**src/rtl/spi_master_tx.sv**
```systemverilog
// SPI mode-0 (CPOL=0, CPHA=0) master transmitter, MSB first, one word per cs-low frame.
// cs/sclk/mosi/done come straight from flops so the pins never glitch.
module spi_master_tx #(
  parameter int unsigned reg_width = 8,
  parameter int unsigned clk_div   = 4,
  parameter int unsigned cs_gap    = 2
) (
  input  logic                 sys_clk,
  input  logic                 rstn,
  input  logic [reg_width-1:0] tx_data,
  input  logic                 tx_valid,
  output logic                 tx_ready,
  output logic                 busy,
  output logic                 done,
  output logic                 cs,
  output logic                 sclk,
  output logic                 mosi
);
  localparam int unsigned   BW       = $clog2(reg_width) + 1;
  localparam logic [7:0]    DIV_LAST = 8'(clk_div - 1);
  localparam logic [7:0]    GAP_LAST = 8'(cs_gap - 1);
  localparam logic [BW-1:0] BITS     = BW'(reg_width);

  typedef enum logic [2:0] {IDLE, SETUP, HIGH, LOW, HOLD, GAP} state_e;

  state_e               state_q, state_d;
  logic [7:0]           div_cnt_q, div_cnt_d;
  logic [BW-1:0]        bit_cnt_q, bit_cnt_d;
  logic [reg_width-1:0] shift_q, shift_d;
  logic                 cs_q, cs_d, sclk_q, sclk_d, mosi_q, mosi_d, done_q, done_d;
  logic                 phase_end;

  always_comb begin
    // NOTE: every signal driven here gets a default first, so no path infers a latch.
    state_d   = state_q;
    div_cnt_d = div_cnt_q;
    bit_cnt_d = bit_cnt_q;
    shift_d   = shift_q;
    mosi_d    = 1'b0;
    phase_end = (state_q == GAP) ? (div_cnt_q == GAP_LAST) : (div_cnt_q == DIV_LAST);

    case (state_q)
      IDLE: begin
        if (tx_valid) begin
          state_d   = SETUP;
          shift_d   = tx_data;
          bit_cnt_d = BITS;
        end
      end
      SETUP: if (phase_end) state_d = HIGH;
      HIGH: begin
        if (phase_end) begin
          bit_cnt_d = bit_cnt_q - BW'(1);
          if (bit_cnt_d == '0) begin
            state_d = HOLD;
          end else begin
            shift_d = {shift_q[reg_width-2:0], 1'b0};
            state_d = LOW;
          end
        end
      end
      LOW:     if (phase_end) state_d = HIGH;
      HOLD:    if (phase_end) state_d = GAP;
      GAP:     if (phase_end) state_d = IDLE;
      default: state_d = IDLE;
    endcase

    // Each timed phase restarts its divider, so the counter never wraps.
    div_cnt_d = (state_d != state_q || state_q == IDLE) ? '0 : div_cnt_q + 8'd1;

    // Pin values are computed for the state being entered and then registered.
    cs_d   = (state_d == IDLE) || (state_d == GAP);
    sclk_d = (state_d == HIGH);
    case (state_d)
      SETUP, LOW: mosi_d = shift_d[reg_width-1];
      HIGH, HOLD: mosi_d = mosi_q;
      default:    mosi_d = 1'b0;
    endcase
    done_d = (state_q == HOLD) && (state_d == GAP);
  end

  always_ff @(posedge sys_clk or negedge rstn) begin
    if (!rstn) begin
      state_q   <= IDLE;
      div_cnt_q <= '0;
      bit_cnt_q <= '0;
      shift_q   <= '0;
      cs_q      <= 1'b1;
      sclk_q    <= 1'b0;
      mosi_q    <= 1'b0;
      done_q    <= 1'b0;
    end else begin
      // NOTE: non-blocking so every flop samples the pre-edge values.
      state_q   <= state_d;
      div_cnt_q <= div_cnt_d;
      bit_cnt_q <= bit_cnt_d;
      shift_q   <= shift_d;
      cs_q      <= cs_d;
      sclk_q    <= sclk_d;
      mosi_q    <= mosi_d;
      done_q    <= done_d;
    end
  end

  assign tx_ready = (state_q == IDLE);
  assign busy     = (state_q != IDLE);
  assign done     = done_q;
  assign cs       = cs_q;
  assign sclk     = sclk_q;
  assign mosi     = mosi_q;
endmodule

```
**config.mk**
```make
export PLATFORM = sky130hd
export DESIGN_NAME = spi_master_tx
export DESIGN_NICKNAME = d
export VERILOG_FILES = /design/src/rtl/spi_master_tx.sv
export SDC_FILE = /design/constraint.sdc
export NUM_CORES = 1
export LEC_CHECK = 0
export BUFFER_PORTS_ARGS = -buffer_cell sky130_fd_sc_hd__buf_4
export CAP_MARGIN = 20
export CORE_MARGIN = 4
export CORE_UTILIZATION = 62
export CTS_CLUSTER_DIAMETER = 30
export DETAILED_ROUTE_END_ITERATION = 16
export PLACE_DENSITY = 0.84
export RECOVER_POWER = 100
export SLEW_MARGIN = 25
export SYNTH_ARGS = -nofsm -noshare
export SYNTH_HDL_FRONTEND = slang
export SYNTH_SLANG_ARGS = --single-unit
```
**constraint.sdc**
```tcl
create_clock -name sys_clk -period 5.1 [get_ports sys_clk]
set_input_delay 0.255 -clock sys_clk [delete_from_list [all_inputs] [get_ports sys_clk]]
set_output_delay 0.255 -clock sys_clk [all_outputs]
set_load 0.005 [all_outputs]
```
==> results of run 1 <==
-- layer usage --
layer  global-route usage  vias up  wire, um
met5                    0        -         0
met4                0.113        0        89
met3               0.0290        8       179
met2                0.329       48      1480
met1                0.283      580      1380
li1                     -      596         -
-- per-stage QoR --
| stage | power (W) | instance area [sq um] | util | instances |
|---|---|---|---|---|
| 2_1_floorplan | 0.000218 | 1560 | - | 159 |
| 6_report | 0.000321 | 1650 | 0.716 | 201 |
| 3_3_place_gp | 0.000228 | 1680 | 0.730 | 196 |
| 4_1_cts | 0.000324 | 1720 | 0.748 | 201 |
| 5_1_grt | 0.000336 | 1650 | 0.716 | 201 |
| 3_5_place_dp | 0.000229 | 1680 | 0.730 | 196 |
-- Yosys cell counts (all sizes together) --
cell type / instances
dfrtp: 26
nand2: 22
nand3: 9
o21ai: 9
nor2: 8
a21oi: 6
a22oi: 6
and2: 6
xnor2: 6
and3: 5
clkbuf: 5
inv: 5
nor3: 4
ha: 3
nor2b: 3
nor3b: 3
a2bb2oi: 2
a41oi: 2
and4: 2
buf: 2
nand2b: 2
nor4: 2
xor2: 2
a221o: 1
a221oi: 1
a22o: 1
a311oi: 1
a31oi: 1
a32oi: 1
and2b: 1
and4b: 1
dfstp: 1
mux2i: 1
nand3b: 1
nand4: 1
o211ai: 1
o21a: 1
o22ai: 1
o2bb2ai: 1
o31ai: 1
or2: 1
or3: 1
-- layout make-up --
type                       count  area share
tap                           28      0.0213
clock inverter                 1     0.00456
timing repair buffer          17      0.0768
clock buffer                   3      0.0137
inverter                       5      0.0114
sequential                    27       0.411
multi-input combinational    120       0.461
-- flip-flops by register name, summed over array words and instances, names as in the netlist --
| register | cells |
|---|---|
| shift_q | 8 |
| cs | 1 |
| div_cnt_q | 8 |
| mosi | 1 |
| done | 1 |
| state_q | 3 |
| sclk | 1 |
| bit_cnt_q | 4 |
-- worst max-delay path: stages (launching register included) --
cell,delay [ps]
dfrtp_1,460
nor4_1,790
nand3_2,240
nor3b_1,250
o21ai_0,310
a221o_1,420
o2bb2ai_1,130
-- cells by family (layout without fill, tap and decap cells) --
family	Yosys count	in the layout	share of synthesized area
simple gates	72	72	0.271
compound gates	36	36	0.185
flops	27	27	0.435
buf+inv	12	26	0.0345
xor+xnor	8	8	0.0450
fa+ha+maj	3	3	0.0241
mux	1	1	0.00643
-- power by group through the flow --
| stage | registers, W | clock network [W] | logic [W] |
|---|---|---|---|
| final | 0.000214 | 0.0000966 | 0.0000104 |
| after global routing | 0.000214 | 0.000110 | 0.0000117 |
| after CTS | 0.000214 | 0.0000989 | 0.0000112 |
| after detailed placement | 0.000218 | 0 | 0.0000106 |
| after global placement | 0.000218 | 0 | 0.0000102 |
| after floorplan | 0.000218 | 0 | 0.0000000829 |
-- final timing paths --
check / startpoint / to / slack [ps] / cells past startpoint
max: div_cnt_q[2] / mosi / 2370 / 6
min: tx_data[5] / shift_q[5] / 150 / 3
max reg2reg: div_cnt_q[2] / mosi / 2370 / 6
min reg2reg: shift_q[6] / shift_q[6] / 480 / 2
max in group asynchronous: rstn / shift_q[5] / 3510 / 2
min in group asynchronous: rstn / done / 770 / 2
==> flow_metrics.py, run 1 <==
metrics = {
    "timing": {
        "timing.final.setup_violations": 0,
        "grt_setup_unrepaired": "false",
        "post-route-min-period_ps": 2730,
        "max-slew-margin-rel": 0.0562,
        "final.setup_skew_ps": 1.60,
        "totalNegativeSetupSlack_ps": 0,
        "final_min_period_over_clock_period": 0.535,
        "worst_slack_ps": 2370,
        "tightestPinTransition_ps": 1420,
        "finalMaxSlewViolations": 0,
        "fmaxAchievable_ghz": 0.366,
        "hold_viol": 0,
        "hold_slack_ps": 145,
    },
    "floorplan": {
        "start_util": 0.678,
        "fp-row-count": 17,
        "die_width_um": 58.1,
        "io_pins": 17,
        "fp.coreArea_sq_um": 2300,
        "die_h_um": 58.1,
        "die_area_sq_um": 3380,
    },
    "synth": {
        "syn_std_cell_area_sq_um": 1560,
        "synthDominantAreaCellType": "dfrtp_1",
        "synthesis.yosys.warnings": 0,
        "syn_inst": 159,
        "yosys_register_bits": 27,
        "synth.distinct_cells": 50,
        "synth.top_cell.area_share": 0.418,
        "syn-num-nets": 173,
        "synth.avg_cell_area_sq_um": 9.80,
        "synth_top_cells_by_area": "dfrtp_1 (42%), nand2_1 (5.3%), xnor2_1 (3.4%), a22oi_1 (2.9%), and2_1 (2.4%)",
        "ys_seq_area_frac": 0.435,
    },
    "cells_and_area": {
        "drive_gt1_frac": 0.150,
        "final_common_cell": "dfrtp_1",
        "synthToLayoutAreaGrowth_pct": 5.62,
        "filler_cell_count": 159,
        "n_antenna_cell": 0,
        "final_nets": 188,
        "layout_common_cells": "dfrtp_1 (26), nand2_1 (22), buf_4 (10)",
        "multiInputGateArea_sq_um": 758,
        "area.sequential_sq_um": 677,
    },
    "routing": {
        "postRouteWirelength_um": 3130,
        "number_of_iterations_in_the_first_detailed_routing_pass": 4,
        "route.vias.total": 1232,
        "average_wire_per_standard_cell_um": 15.6,
        "routed_via_density": 6.13,
        "remaining_drc_errors": 0,
        "drt_first_iter_violations": 65,
        "drt.antenna.violating_nets": 0,
    },
    "place": {
        "dp.final_hpwl_um": 2320,
        "place.port_buffers": 16,
        "placer_congestion": 0.833,
        "preCtsSetupSlack_ps": 2890,
    },
    "min_path": {
        "worstHoldPathType": "in -> reg",
    },
    "pwr": {
        "leakage_nw": 0.744,
        "clock_power_share": 0.301,
        "max-vdd-ir-drop_v": 0.000153,
        "switch_share": 0.224,
        "power.density_cell_area_nw_per_um2": 195,
        "power.net_switching_w": 0.0000719,
        "power.share.combinational": 0.032,
        "pwr-share-seq": 0.667,
        "internal-power_w": 0.000249,
    },
    "clocking": {
        "clock_insertion_delay_worst_skew_ps": 330,
        "cts.clk_slew.worst_paths_ps": 150,
        "cts_inserted_buffers": 3,
        "root_buffer": "clkbuf_4",
        "holdBufCountCts": 1,
        "tritoncts": "done",
        "clockBufferDepth": 2,
        "htreeDepth": 1,
        "post_cts.repair.setup_buffers": 0,
        "tritoncts_num_sinks": 27,
        "post_cts.resized_instances": 0,
    },
    "global_routing": {
        "grtUsageTotal": 0.211,
        "number_of_antenna_violations_at_the_first_check_in_global_routing": 0,
        "grt_remaining_overflow": 0,
        "grt_pass1_vias": 1183,
        "grt_start_max_net_pins": 28,
        "grt_first_pass_wirelength_um": 5450,
    },
    "critical_path": {
        "worstPathArrival_ps": 2940,
        "worst-setup-path-type": "reg -> reg",
        "worst_setup_path_end_kind": "flop",
        "crit_start_category": "flop",
        "cp_data_required_time_ps": 5310,
        "path_max_fanout": 8,
    },
    "outcome": {
        "status": "completed",
    },
    "flow_run": {
        "drv_cap": 0,
    },
}
Power figures use the tool's default switching activity.
==> inputs of run 2 (changes only) <==
Settings changed: ABC_AREA set to 1, CORE_UTILIZATION 62 to 51, PLACE_DENSITY 0.84 to 0.74.
Clock period 5.1 ns to 2.4 ns, I/O delays scaled along.
==> run 2 against run 1 <==
Effect of this change:
- critical path depth up 4
- non-clock buffer count up 6
- clock power up 100%
- worst setup slack worse by 2000 ps
- core utilization down 10 points
- global-route usage down 2.6 points
- first-iteration DRC count down 18%
- wire length down 3.9%
- sequential power rose to 3.0 times the previous value
- area after synthesis down 5.6%
==> flow_metrics.py, run 2 <==
metrics = {
    "clocking": {
        "cts_inserted_buffers": 3,
        "tritoncts_num_sinks": 27,
        "root_buffer": "clkbuf_4",
        "htreeDepth": 1,
        "post_cts.resized_instances": 0,
        "post_cts.repair.setup_buffers": 0,
        "tritoncts": "done",
        "clockBufferDepth": 2,
        "holdBufCountCts": 6,
        "cts.clk_slew.worst_paths_ps": 140,
        "clock_insertion_delay_worst_skew_ps": 330,
    },
    "pwr": {
        "leakage_nw": 0.859,
        "internal-power_w": 0.000860,
        "max-vdd-ir-drop_v": 0.000739,
        "pwr-share-seq": 0.450,
        "power.share.combinational": 0.413,
        "power.net_switching_w": 0.000573,
        "switch_share": 0.400,
        "power.density_cell_area_nw_per_um2": 842,
        "clock_power_share": 0.137,
        "report.power.total_w": 0.00143,
    },
    "floorplan": {
        "die_h_um": 61.7,
        "die_width_um": 61.7,
        "start_util": 0.533,
        "die_area_sq_um": 3810,
        "fp-row-count": 19,
        "fp.coreArea_sq_um": 2760,
        "io_pins": 17,
    },
    "synth": {
        "synth_enable_flop_cells": 0,
        "syn_inst": 177,
        "async_flop_share": 1.00,
        "synthMostInstantiatedCell": "inv_1",
        "synthDominantAreaCellType": "dfrtp_1",
        "synthesis.yosys.warnings": 0,
        "synth.avg_cell_area_sq_um": 8.31,
        "ys_seq_area_frac": 0.460,
        "synth.distinct_cells": 26,
        "yosys_register_bits": 27,
        "synthFlopType": "dfrtp_1",
        "syn-num-nets": 191,
        "synth_top_cells_by_area": "dfrtp_1 (44%), inv_1 (7.7%), nand2_1 (7.4%), nor2_1 (5.9%), nand3_1 (5.4%)",
        "synth.top_cell.area_share": 0.443,
        "syn_std_cell_area_sq_um": 1470,
        "ys_top_cells_by_count": "inv_1 (30), nand2_1 (29), dfrtp_1 (26)",
    },
    "cells_and_area": {
        "layout_common_cells": "inv_1 (32), nand2_1 (29), dfrtp_1 (26)",
        "synthToLayoutAreaGrowth_pct": 15.7,
        "filler_cell_count": 262,
        "n_antenna_cell": 0,
        "multiInputGateArea_sq_um": 643,
        "drive_gt1_frac": 0.158,
        "utilization": 0.617,
        "area.sequential_sq_um": 677,
        "final_nets": 218,
        "reg.largest.list": "div_cnt_q: 8 flops, shift_q: 8 flops, bit_cnt_q: 4 flops",
        "final_common_cell": "inv_1",
    },
    "global_routing": {
        "grt_first_pass_wirelength_um": 5190,
        "number_of_antenna_violations_at_the_first_check_in_global_routing": 0,
        "grt_remaining_overflow": 0,
        "grtUsageTotal": 0.185,
        "grt_pass1_vias": 1228,
        "grt_start_max_net_pins": 28,
    },
    "critical_path": {
        "worst_setup_path_end_kind": "flop",
        "cp-startpoint": "state_q[0]",
        "r2r_setup_slack_ps": 360,
        "path_max_fanout": 10,
        "cp_data_required_time_ps": 2670,
        "worst_r2r_startpoint": "state_q[0]",
        "worst-setup-path-type": "reg -> reg",
        "timing.critical_path.to": "div_cnt_q[5]",
        "crit_start_category": "flop",
        "worstPathArrival_ps": 2300,
        "reg2reg_depth": 10,
        "timing.rr.end": "div_cnt_q[5]",
    },
    "timing": {
        "fmaxAchievable_ghz": 0.491,
        "final.setup_skew_ps": 3.10,
        "final_min_period_over_clock_period": 0.848,
        "post-route-min-period_ps": 2040,
        "totalNegativeSetupSlack_ps": 0,
        "tightestPinTransition_ps": 1390,
        "timing.final.setup_violations": 0,
        "max-slew-margin-rel": 0.0733,
        "finalMaxSlewViolations": 0,
        "hold_viol": 0,
        "grt_setup_unrepaired": "false",
    },
    "place": {
        "placer_congestion": 0.954,
        "place.port_buffers": 16,
        "dp.final_hpwl_um": 2250,
    },
    "min_path": {
        "worstHoldPathType": "in -> reg",
        "timing.hold.worst_path_depth": 3,
        "hp-start": "tx_data[6]",
    },
    "routing": {
        "drt.antenna.violating_nets": 0,
        "route.vias.total": 1211,
        "detail_route.wirelength.met1_um": 1250,
        "drt_first_iter_violations": 53,
        "met2_wire_len_um": 1640,
        "routed_via_density": 5.18,
        "number_of_iterations_in_the_first_detailed_routing_pass": 4,
        "remaining_drc_errors": 0,
        "average_wire_per_standard_cell_um": 12.9,
        "postRouteWirelength_um": 3010,
        "top_layer": "met4",
        "wl_met3_um": 64,
    },
    "flow_run": {
        "drv_cap": 0,
    },
    "outcome": {
        "status": "completed",
    },
}
-- run 2: changes by cell type after synthesis, sizes merged, moves of 6 or more --
| cell | before | now |
|---|---|---|
| nand2 | 22 | 33 |
| nor2 | 8 | 28 |
| nand3 | 9 | 20 |
| and2 | 6 | 0 |
| a22oi | 6 | 0 |
| inv | 5 | 34 |
-- run 2: how the worst min path moves through the flow --
stage | endpoint | slack (ps)
floorplan | bit_cnt_q[0] | -180
global route | shift_q[6] | 40
CTS | shift_q[5] | 10
finish | shift_q[6] | 40
global placement | sclk | 50
detailed placement | sclk | 50
-- run 2: routing by layer --
layer / track usage / up-vias
met5: 0 / -
met2: 0.329 / 18
met3: 0.0248 / 5
met4: 0.0727 / 0
li1: - / 619
met1: 0.226 / 569
-- run 2: stage by stage --
step / cell area, sq um / std cells / hold WS, ps / setup WS (ps)
final: 1700 / 234 / 43.7 / 365
after global routing: 1700 / 234 / 40.1 / 157
after floorplan: 1470 / 177 / -176 / 761
after global placement: 1620 / 223 / 45.1 / 649
after detailed placement: 1620 / 223 / 51.1 / 527
after CTS: 1710 / 233 / 10.7 / 483
-- run 2: cell families after synthesis --
logic type	count (synthesis)	synth area share
AOI/OAI and AO/OA	18	0.0817
xor gates and xnor gates	7	0.0417
adders and majority gates	3	0.0255
buffers and inverters	35	0.0919
DFF	27	0.460
and+or+nand+nor	87	0.299
-- run 2: layout make-up --
type,count,share of cell area
clock inverter,1,0.00294
clock buffer,3,0.0132
inverter,34,0.0751
tap,31,0.0228
multi-input combinational,115,0.378
sequential,27,0.398
timing repair buffer,23,0.110
-- run 2: worst max-delay path, cell delays in order (launching register included) --
cell and delay, ps:
dfrtp_1 550, nand3_1 190, nand2_2 110, nand3_1 210, inv_1 210, nand3_4 150
nand3_2 110, nand2_2 80, nand2_2 100, nand3_4 120, nor2_1 130
-- run 2: power by group through the flow --
stage	logic, W	clock network, W	registers [W]
floorplan	0.000442	0	0.000626
global placement	0.000581	0	0.000650
detailed placement	0.000595	0	0.000655
CTS	0.000611	0.000201	0.000645
global route	0.000681	0.000221	0.000656
finish	0.000591	0.000196	0.000645
==> inputs of run 3 (changes only) <==
Settings changed: CORE_UTILIZATION 51 to 57, PLACE_DENSITY 0.74 to 0.78.
Clock period 2.4 ns to 2 ns, I/O delays scaled along.
==> run 3 against run 2 <==
Effect of this change:
- core utilization up 7.5 points
- total power up 21%
- maximum frequency up 11%
- sequential share of layout area down 0.25 points
- critical path depth up 1
- hold slack worse by 16 ps
- register-to-register slack worse by 190 ps
- critical endpoint is now div_cnt_q[3]
==> flow_metrics.py, run 3 (synthesis results as in run 2) <==
metrics = {
    "timing": {
        "max-slew-margin-rel": 0.0558,
        "final_min_period_over_clock_period": 0.915,
        "timing.final.setup_violations": 0,
        "grt_setup_unrepaired": "false",
        "final.setup_skew_ps": 4.79,
        "tightestPinTransition_ps": 1420,
        "totalNegativeSetupSlack_ps": 0,
        "fmaxAchievable_ghz": 0.547,
        "post-route-min-period_ps": 1830,
        "hold_viol": 0,
        "finalMaxSlewViolations": 0,
    },
    "min_path": {
        "endpoint_with_the_worst_hold_slack": "shift_q[6]",
        "worstHoldPathType": "in -> reg",
        "timing.hold.worst_path_depth": 3,
        "hp-start": "tx_data[6]",
    },
    "pwr": {
        "leakage_nw": 0.856,
        "report.power.total_w": 0.00173,
        "power.density_cell_area_nw_per_um2": 1010,
        "max-vdd-ir-drop_v": 0.000698,
    },
    "routing": {
        "route.vias.total": 1227,
        "drt_first_iter_violations": 36,
        "postRouteWirelength_um": 2970,
        "routed_via_density": 5.27,
        "drt.antenna.violating_nets": 0,
        "average_wire_per_standard_cell_um": 12.7,
        "remaining_drc_errors": 0,
        "number_of_iterations_in_the_first_detailed_routing_pass": 4,
    },
    "cells_and_area": {
        "n_antenna_cell": 0,
        "drive_gt1_frac": 0.182,
        "reg.largest.list": "div_cnt_q: 8 flops, shift_q: 8 flops, bit_cnt_q: 4 flops",
        "layout_common_cells": "inv_1 (30), nand2_1 (28), dfrtp_1 (25)",
        "filler_cell_count": 215,
        "final_nets": 218,
        "finalInstanceArea_sq_um": 1710,
        "final_common_cell": "inv_1",
        "synthToLayoutAreaGrowth_pct": 16.6,
    },
    "critical_path": {
        "worst_setup_path_end_kind": "flop",
        "r2r_setup_slack_ps": 170,
        "cp_data_required_time_ps": 2260,
        "worst_r2r_startpoint": "bit_cnt_q[0]",
        "path_max_fanout": 10,
        "timing.rr.end": "div_cnt_q[3]",
        "crit_start_category": "flop",
        "worstPathArrival_ps": 2090,
        "reg2reg_depth": 11,
        "worst-setup-path-type": "reg -> reg",
    },
    "clocking": {
        "tritoncts_num_sinks": 27,
        "clock_insertion_delay_worst_skew_ps": 320,
        "root_buffer": "clkbuf_4",
        "htreeDepth": 1,
        "cts.clk_slew.worst_paths_ps": 140,
        "post_cts.repair.setup_buffers": 0,
        "cts_inserted_buffers": 3,
        "clockBufferDepth": 2,
        "tritoncts": "done",
    },
    "floorplan": {
        "die_width_um": 58.8,
        "die_area_sq_um": 3460,
        "fp-row-count": 18,
        "fp.coreArea_sq_um": 2480,
        "start_util": 0.593,
        "io_pins": 17,
        "die_h_um": 58.8,
    },
    "place": {
        "placedInstanceArea_sq_um": 1620,
        "dp.final_hpwl_um": 2160,
        "placer_congestion": 0.840,
        "place.port_buffers": 16,
    },
    "global_routing": {
        "grt_pass1_vias": 1277,
        "grt-busiest-layer": "met2",
        "use_met2": 0.358,
        "number_of_antenna_violations_at_the_first_check_in_global_routing": 0,
        "groute.layer.met3.usage": 0.0219,
        "grt_util_met1": 0.245,
        "grt_start_max_net_pins": 28,
        "grtUsageTotal": 0.204,
        "grt_remaining_overflow": 0,
        "grt_first_pass_wirelength_um": 5330,
    },
    "outcome": {
        "status": "completed",
    },
    "flow_run": {
        "drv_cap": 0,
    },
}
[run 3: cell type report]
cell class | count | area, sq um | area share
Sequential cell | 27 | 678 | 0.396
Inverter | 34 | 128 | 0.0745
Clock buffer | 4 | 26.3 | 0.0153
Tap cell | 30 | 37.5 | 0.0219
Timing Repair Buffer | 23 | 186 | 0.109
Multi-Input combinational cell | 115 | 658 | 0.384
[run 3: worst max-delay path by stage]
stage | endpoint | startpoint | slack, ps
3_5_place_dp | div_cnt_q[3] | bit_cnt_q[0] | 130
6_report | div_cnt_q[3] | bit_cnt_q[0] | 170
3_3_place_gp | div_cnt_q[0] | bit_cnt_q[0] | 260
2_1_floorplan | div_cnt_q[0] | bit_cnt_q[0] | 360
4_1_cts | div_cnt_q[3] | bit_cnt_q[0] | 110
5_1_grt | div_cnt_q[5] | bit_cnt_q[0] | 2
[run 3: timing repair]
action                                 4_1_cts  5_1_grt
endpoints found under the hold margin       33        0
hold buffers                                 7        0
setup endpoints to repair                    0        9
resized for setup                            0        2
[run 3: report_power, final]
part / internal [W] / leakage [nW] / total (W) / switching [W]
registers: 0.000689 / 0.351 / 0.000777 / 0.0000880
clock network: 0.0000781 / 0.0150 / 0.000233 / 0.000155
logic: 0.000273 / 0.490 / 0.000719 / 0.000446
total: 0.00104 / 0.856 / 0.00173 / 0.000690
[run 3: critical path, cell delays in order (launching register included)]
cell     delay, ps
dfrtp_1        410
inv_1           80
ha_1           200
xor2_1         210
nor2_1          80
nand2_2        120
nand3_4        140
nand3_2        120
nand2_2         80
nand2_2         90
nand3_4        110
nor2_1         130
[run 3: per-stage QoR]
stage	std cells	hold WS (ps)	util	worst slack [ps]
final	233	27.3	0.692	171
after global routing	233	28.4	0.692	2.42
after CTS	233	12.5	0.693	111
after detailed placement	222	31.4	0.654	132
after global placement	222	26.9	0.654	257
after floorplan	177	-196	-	361
[run 3: metal layers]
metal	part of all wire	vias up
li1	-	619
met1	0.44	583
met2	0.51	21
met3	0.029	4
met4	0.018	0
met5	0	-
